`config.mk`:
```
export PLATFORM = sky130hd
export DESIGN_NAME = seq_gen_moore
export DESIGN_NICKNAME = d
export VERILOG_FILES = /design/src/rtl/seq_gen_moore.sv
export SDC_FILE = /design/constraint.sdc
export NUM_CORES = 1
export LEC_CHECK = 0
export CORE_ASPECT_RATIO = 1.1
export CORE_UTILIZATION = 48
export DETAILED_ROUTE_END_ITERATION = 12
export PLACE_DENSITY = 0.75
export SETUP_SLACK_MARGIN = 0.4
export SKIP_CTS_REPAIR_TIMING = 1
export SLEW_MARGIN = 0
export SYNTH_ARGS = -nofsm -noshare
export SYNTH_HDL_FRONTEND = slang
export SYNTH_SLANG_ARGS = --single-unit
```
`constraint.sdc`:
```
create_clock -name clk -period 1.9 [get_ports clk]
set_input_delay 0.19 -clock clk [delete_from_list [all_inputs] [get_ports clk]]
set_output_delay 0.19 -clock clk [all_outputs]
set_load 0.01 [all_outputs]
```
`src/rtl/seq_gen_moore.sv`:
```
// seq_gen_moore: Moore serial pattern generator. Shifts a PAT_W-bit pattern
// out MSB-first, rpt times, with GAP idle cycles between repetitions.
// Optional feature macro: SEQ_GEN_LOOP_EN (adds stop port, rpt=0 = endless).
// Ports:
//   clk, rst_n         clock (rising) / async active-low reset
//   start              request, accepted only in IDLE
//   pattern [PAT_W]    pattern latched with start, MSB sent first
//   rpt [CNT_W]        repetition count latched with start
//   stop               (SEQ_GEN_LOOP_EN only) finish current rep then end
//   dout, dout_vld     serial bit and its qualifier (dout=0 when not valid)
//   busy               high in every state but IDLE
//   done               one-cycle pulse after the last bit
module seq_gen_moore #(
    parameter int PAT_W = 4,
    parameter int GAP   = 0,
    parameter int CNT_W = 8
) (
    input  logic             clk,
    input  logic             rst_n,
    input  logic             start,
    input  logic [PAT_W-1:0] pattern,
    input  logic [CNT_W-1:0] rpt,
`ifdef SEQ_GEN_LOOP_EN
    input  logic             stop,
`endif
    output logic             dout,
    output logic             dout_vld,
    output logic             busy,
    output logic             done
);

    localparam int BW = (PAT_W > 1) ? $clog2(PAT_W) : 1;
    localparam int GW = (GAP > 0) ? $clog2(GAP + 1) : 1;
    localparam logic [BW-1:0] BIT_LD = BW'(PAT_W - 1);
    localparam logic [GW-1:0] GAP_LD = (GAP > 0) ? GW'(GAP - 1) : '0;
    localparam logic [CNT_W-1:0] ONE = CNT_W'(1);

    typedef enum logic [1:0] {
        IDLE  = 2'd0,
        SEND  = 2'd1,
        GAP_S = 2'd2,
        DONE  = 2'd3
    } state_t;

    state_t           state;
    logic [PAT_W-1:0] shreg;
    logic [BW-1:0]    bit_cnt;
    logic [CNT_W-1:0] rep_cnt;
    logic [GW-1:0]    gap_cnt;

    logic             stop_now;
    logic             last_rep;
    logic [CNT_W-1:0] rep_load;

`ifdef SEQ_GEN_LOOP_EN
    logic stop_q;

    // A stop seen at any point of the transfer is remembered so the
    // decision at the end of the repetition still honours it.
    always_ff @(posedge clk or negedge rst_n) begin
        if (!rst_n) begin
            stop_q <= 1'b0;
        end else if (state == IDLE) begin
            stop_q <= 1'b0;
        end else if ((state == SEND || state == GAP_S) && stop) begin
            stop_q <= 1'b1;
        end
    end

    always_comb begin
        stop_now = stop_q | (stop & (state == SEND || state == GAP_S));
        // rep_cnt == 0 encodes an endless run
        last_rep = stop_now | (rep_cnt == ONE);
        rep_load = rpt;
    end
`else
    always_comb begin
        stop_now = 1'b0;
        last_rep = (rep_cnt == ONE);
        rep_load = (rpt == '0) ? ONE : rpt;
    end
`endif

    // Outputs are registered with the values that belong to the state
    // being entered, so they change only on the clock edge.
    always_ff @(posedge clk or negedge rst_n) begin
        if (!rst_n) begin
            state    <= IDLE;
            shreg    <= '0;
            bit_cnt  <= '0;
            rep_cnt  <= '0;
            gap_cnt  <= '0;
            dout     <= 1'b0;
            dout_vld <= 1'b0;
            busy     <= 1'b0;
            done     <= 1'b0;
        end else begin
            case (state)
                IDLE: begin
                    done <= 1'b0;
                    if (start) begin
                        state    <= SEND;
                        shreg    <= pattern;
                        bit_cnt  <= BIT_LD;
                        rep_cnt  <= rep_load;
                        dout     <= pattern[PAT_W-1];
                        dout_vld <= 1'b1;
                        busy     <= 1'b1;
                    end else begin
                        dout     <= 1'b0;
                        dout_vld <= 1'b0;
                        busy     <= 1'b0;
                    end
                end
                SEND: begin
                    if (bit_cnt != '0) begin
                        bit_cnt  <= bit_cnt - 1'b1;
                        dout     <= shreg[bit_cnt - 1'b1];
                        dout_vld <= 1'b1;
                    end else if (last_rep) begin
                        state    <= DONE;
                        dout     <= 1'b0;
                        dout_vld <= 1'b0;
                        done     <= 1'b1;
                    end else begin
                        if (rep_cnt != '0) begin
                            rep_cnt <= rep_cnt - ONE;
                        end
                        bit_cnt <= BIT_LD;
                        if (GAP > 0) begin
                            state    <= GAP_S;
                            gap_cnt  <= GAP_LD;
                            dout     <= 1'b0;
                            dout_vld <= 1'b0;
                        end else begin
                            dout     <= shreg[PAT_W-1];
                            dout_vld <= 1'b1;
                        end
                    end
                end
                GAP_S: begin
                    if (gap_cnt != '0) begin
                        gap_cnt <= gap_cnt - 1'b1;
                    end else if (stop_now) begin
                        state <= DONE;
                        done  <= 1'b1;
                    end else begin
                        state    <= SEND;
                        dout     <= shreg[PAT_W-1];
                        dout_vld <= 1'b1;
                    end
                end
                DONE: begin
                    state    <= IDLE;
                    done     <= 1'b0;
                    busy     <= 1'b0;
                    dout     <= 1'b0;
                    dout_vld <= 1'b0;
                end
                default: begin
                    state    <= IDLE;
                    dout     <= 1'b0;
                    dout_vld <= 1'b0;
                    busy     <= 1'b0;
                    done     <= 1'b0;
                end
            endcase
        end
    end

endmodule

```
==> impl_results.md <==
- RD Place Congestion: roughly 0.85
- CTS clk-pin slew, worst paths: about 120 ps
- Multiplexer area fraction after synthesis: 0.0589
- Core box area: around 2500 um2
- TritonCTS buffer count: 3
- RR Endpoint: done$_DFFE_PN0P_
- # DRC: 0
- Worst-Skew Late Latency: roughly 310 ps
- Synthesized Nets: roughly 170
- Final ANT Viol Nets: 0
- Root Buffer: clkbuf_4
- Largest net degree at the start of global routing: 21
- Highest-count cells in the layout ignoring fill and taps: 23 x buf_4, 18 x dfrtp_1, 18 x clkdlybuf4s50_1, 11 x a21oi_1
- Maxcap violations: 0
- Synth Instances: between 100 and 150
- Final setup skew: ~4.4 ps
- CP endpoint kind: flop
- Register bit total from synthesis: 20
- Worst Path Max Fanout: 4
- Seq/Total Area, Yosys: 0.386
- Post-synth cell types: 42
- Max Slew Vio Count: 0
- Commonest non-fill, non-tap cell in the layout: buf_4
- PortBufs: 18
- Final critical-path share of the clock period: 0.998
- Global Route Usage Sum: 0.239
- Outcome: completed
- WL final: ~3.9 mm
- Total power: 2.70 mW
- Syn-to-layout area delta: 45.3%
- Post-synthesis adder-cell area fraction: 0.0965
- Wire length of the first global-routing pass: ~5.2 mm
- Synth Warn #: 0
- Antenna diodes: 0
- # placed instances: 200
- Die area: approximately 2900 um2
- RSZ-0062 raised after global routing: yes
- Post-DP HPWL: 2.30 mm
- XOR/XNOR Fraction of Synth Area: 0
- Initial antenna violation count: 0
- Avg Vias per Cell: 6.37
- Post-Synth Simple-Gate Area: 0.206
- F_max: roughly 530 MHz
- CTS tree: yes
- Via count of the first global-routing pass: about 1.2k
- Final hold viol count: 0
- Power Dens Cells: between 1000 and 1500 nW/um2
- Routed len/inst: approximately 18 um
- Die width: 51.6 um
- Syn avg cell area: approximately 9.1 um2
- Final Non-Filler Cells: roughly 210
- R2R cell count: 4
- Die H: around 57 um
- Worst path max stage delay: between 500 and 600 ps
- Leakage: about 0.76 nW
- CTS sink cnt: 20
- Cell Area, Synth: 1300 um2
- Share of layout cells above drive strength 1: 0.335
- Slowest CP cell: or4_4
- Measured slew at the worst slew-check pin: about 660 ps
- Clock period minus worst slack: between 1500 and 2000 ps
- Peak supply drop: between 1000 and 1500 uV
- Worst hold slack: 203 ps
- Synth Area in Compound Gates: 0.207
- Reg area: about 500 um2
- Hold crit path type: in2async
- Fillers: about 170
- Clock buffer depth: 2
- 1st-iter DRT viols: about 50
- Worst path required time: between 2000 and 2500 ps
- CP Cell Sequence: or4_4, or2_1, a21oi_2, mux2_1
- Nature of the critical path startpoint: flop
- Largest family of logic cells by synthesized area: compound AO/OA/AOI/OAI gates
- Max-slew headroom: 0.554
- GRT overflow: 0
- Arrival @ worst endpoint: 2100 ps
- Area of the multi-input gates: 916 um2
- IO Pins: 19
- CP endpoint: done$_DFFE_PN0P_
- # setup viols final: 0
- CP Class: reg2reg
- Flop-to-flop setup slack: roughly 4.6 ps
- RR Startpoint: rep_cnt[2]$_DFFE_PN0P_
- Initial core utilization: 0.514
- FP Rows: 19
- CP Launch Point: rep_cnt[2]$_DFFE_PN0P_
- Via count: between 1k and 1.5k
- Nets: roughly 210
- First-pass detailed-route iteration total: 4
- CTS H-tree depth: 1
-- routing by layer --
| layer | vias up | track usage | part of all wire |
|---|---|---|---|
| met2 | 70 | 0.365 | 0.46 |
| li1 | 606 | - | - |
| met5 | - | 0 | 0 |
| met4 | 0 | 0.100 | 0.026 |
| met1 | 667 | 0.328 | 0.44 |
| met3 | 14 | 0.0434 | 0.067 |
-- kinds of logic (layout without fill, tap and decap cells) --
kind of cell               count (synthesis)  in the layout
adders and majority gates                 10             10
and+or+nand+nor                           48             48
AOI/OAI and AO/OA                         43             43
buffers and inverters                     14             54
DFF                                       20             20
muxes                                      7              7
-- how the worst min path moves through the flow --
| stage | startpoint | endpoint | slack, ps | cells after the start |
|---|---|---|---|---|
| after floorplan | rst_n | bit_cnt[0]$_DFFE_PN0P_ | -110 | 0 |
| after global placement | busy$_DFFE_PN0N_ | busy$_DFFE_PN0N_ | 460 | 2 |
| after detailed placement | busy$_DFFE_PN0N_ | busy$_DFFE_PN0N_ | 490 | 2 |
| after CTS | rst_n | dout_vld$_DFF_PN0_ | 220 | 2 |
| after global routing | rst_n | shreg[1]$_DFFE_PN0P_ | 230 | 2 |
| final | rst_n | dout_vld$_DFF_PN0_ | 200 | 2 |
-- synth_stat cells (all sizes together) --
cell / instances / area (um2)
dfrtp: 20 / 500
a21oi: 14 / 73.8
o21ai: 11 / 55.1
ha: 10 / 125
inv: 8 / 30.0
nor2: 8 / 30.0
nand2: 7 / 26.3
nand3: 7 / 35.0
mux2: 5 / 56.3
nand2b: 5 / 31.3
a31oi: 4 / 25.0
clkbuf: 4 / 15.0
and3: 3 / 18.8
nor3: 3 / 15.0
nor4: 3 / 18.8
o211ai: 3 / 22.5
mux2i: 2 / 20.0
nor2b: 2 / 12.5
o221ai: 2 / 17.5
or2: 2 / 12.5
or4: 2 / 18.8
a2111oi: 1 / 8.76
a211o: 1 / 8.76
a22oi: 1 / 7.51
a2bb2oi: 1 / 8.76
a311oi: 1 / 8.76
a31o: 1 / 8.76
and2: 1 / 6.26
and4b: 1 / 10.0
buf: 1 / 11.3
clkinv: 1 / 3.75
nand4: 1 / 6.26
nand4bb: 1 / 11.3
nor3b: 1 / 7.51
o2111ai: 1 / 8.76
o22ai: 1 / 6.26
o31ai: 1 / 7.51
or3: 1 / 6.26
-- stage by stage --
| step | cell area, um2 | setup TNS [ps] | utilization | setup slack (ps) |
|---|---|---|---|---|
| floorplan | 1320 | 0 | - | 125 |
| global placement | 1610 | 0 | 0.640 | 165 |
| detailed placement | 1610 | 0 | 0.640 | 110 |
| CTS | 1650 | 0 | 0.654 | 77.1 |
| global route | 1880 | -31.6 | 0.747 | -31.6 |
| finish | 1880 | 0 | 0.747 | 4.62 |
-- worst max-delay path, delay by kind of cell, from the launching register on --
family           cells  cell delay [ps]
AO/OA/AOI/OAI        1              190
AND/OR/NAND/NOR      2              840
multiplexers         1              360
flip-flops           1              410
-- power breakdown --
part           leakage, nW  switching [mW]  internal, mW
Combinational        0.513           0.860         0.811
Sequential           0.228           0.152         0.613
Clock               0.0210           0.145         0.117
Total                0.762            1.16          1.54
-- layout make-up --
type,instances,share of cell area
flip-flops and latches,20,0.267
inverters,9,0.0193
clock buffers,4,0.0193
well taps,31,0.0206
multi-input cells,108,0.486
repair buffers,41,0.187
-- flip-flops by register name (all words and copies together), names as in the netlist --
register,count
bit_cnt,2
dout,1
done,1
busy,1
rep_cnt,8
dout_vld,1
state,2
shreg,4
(Power assumes the default switching activity.)
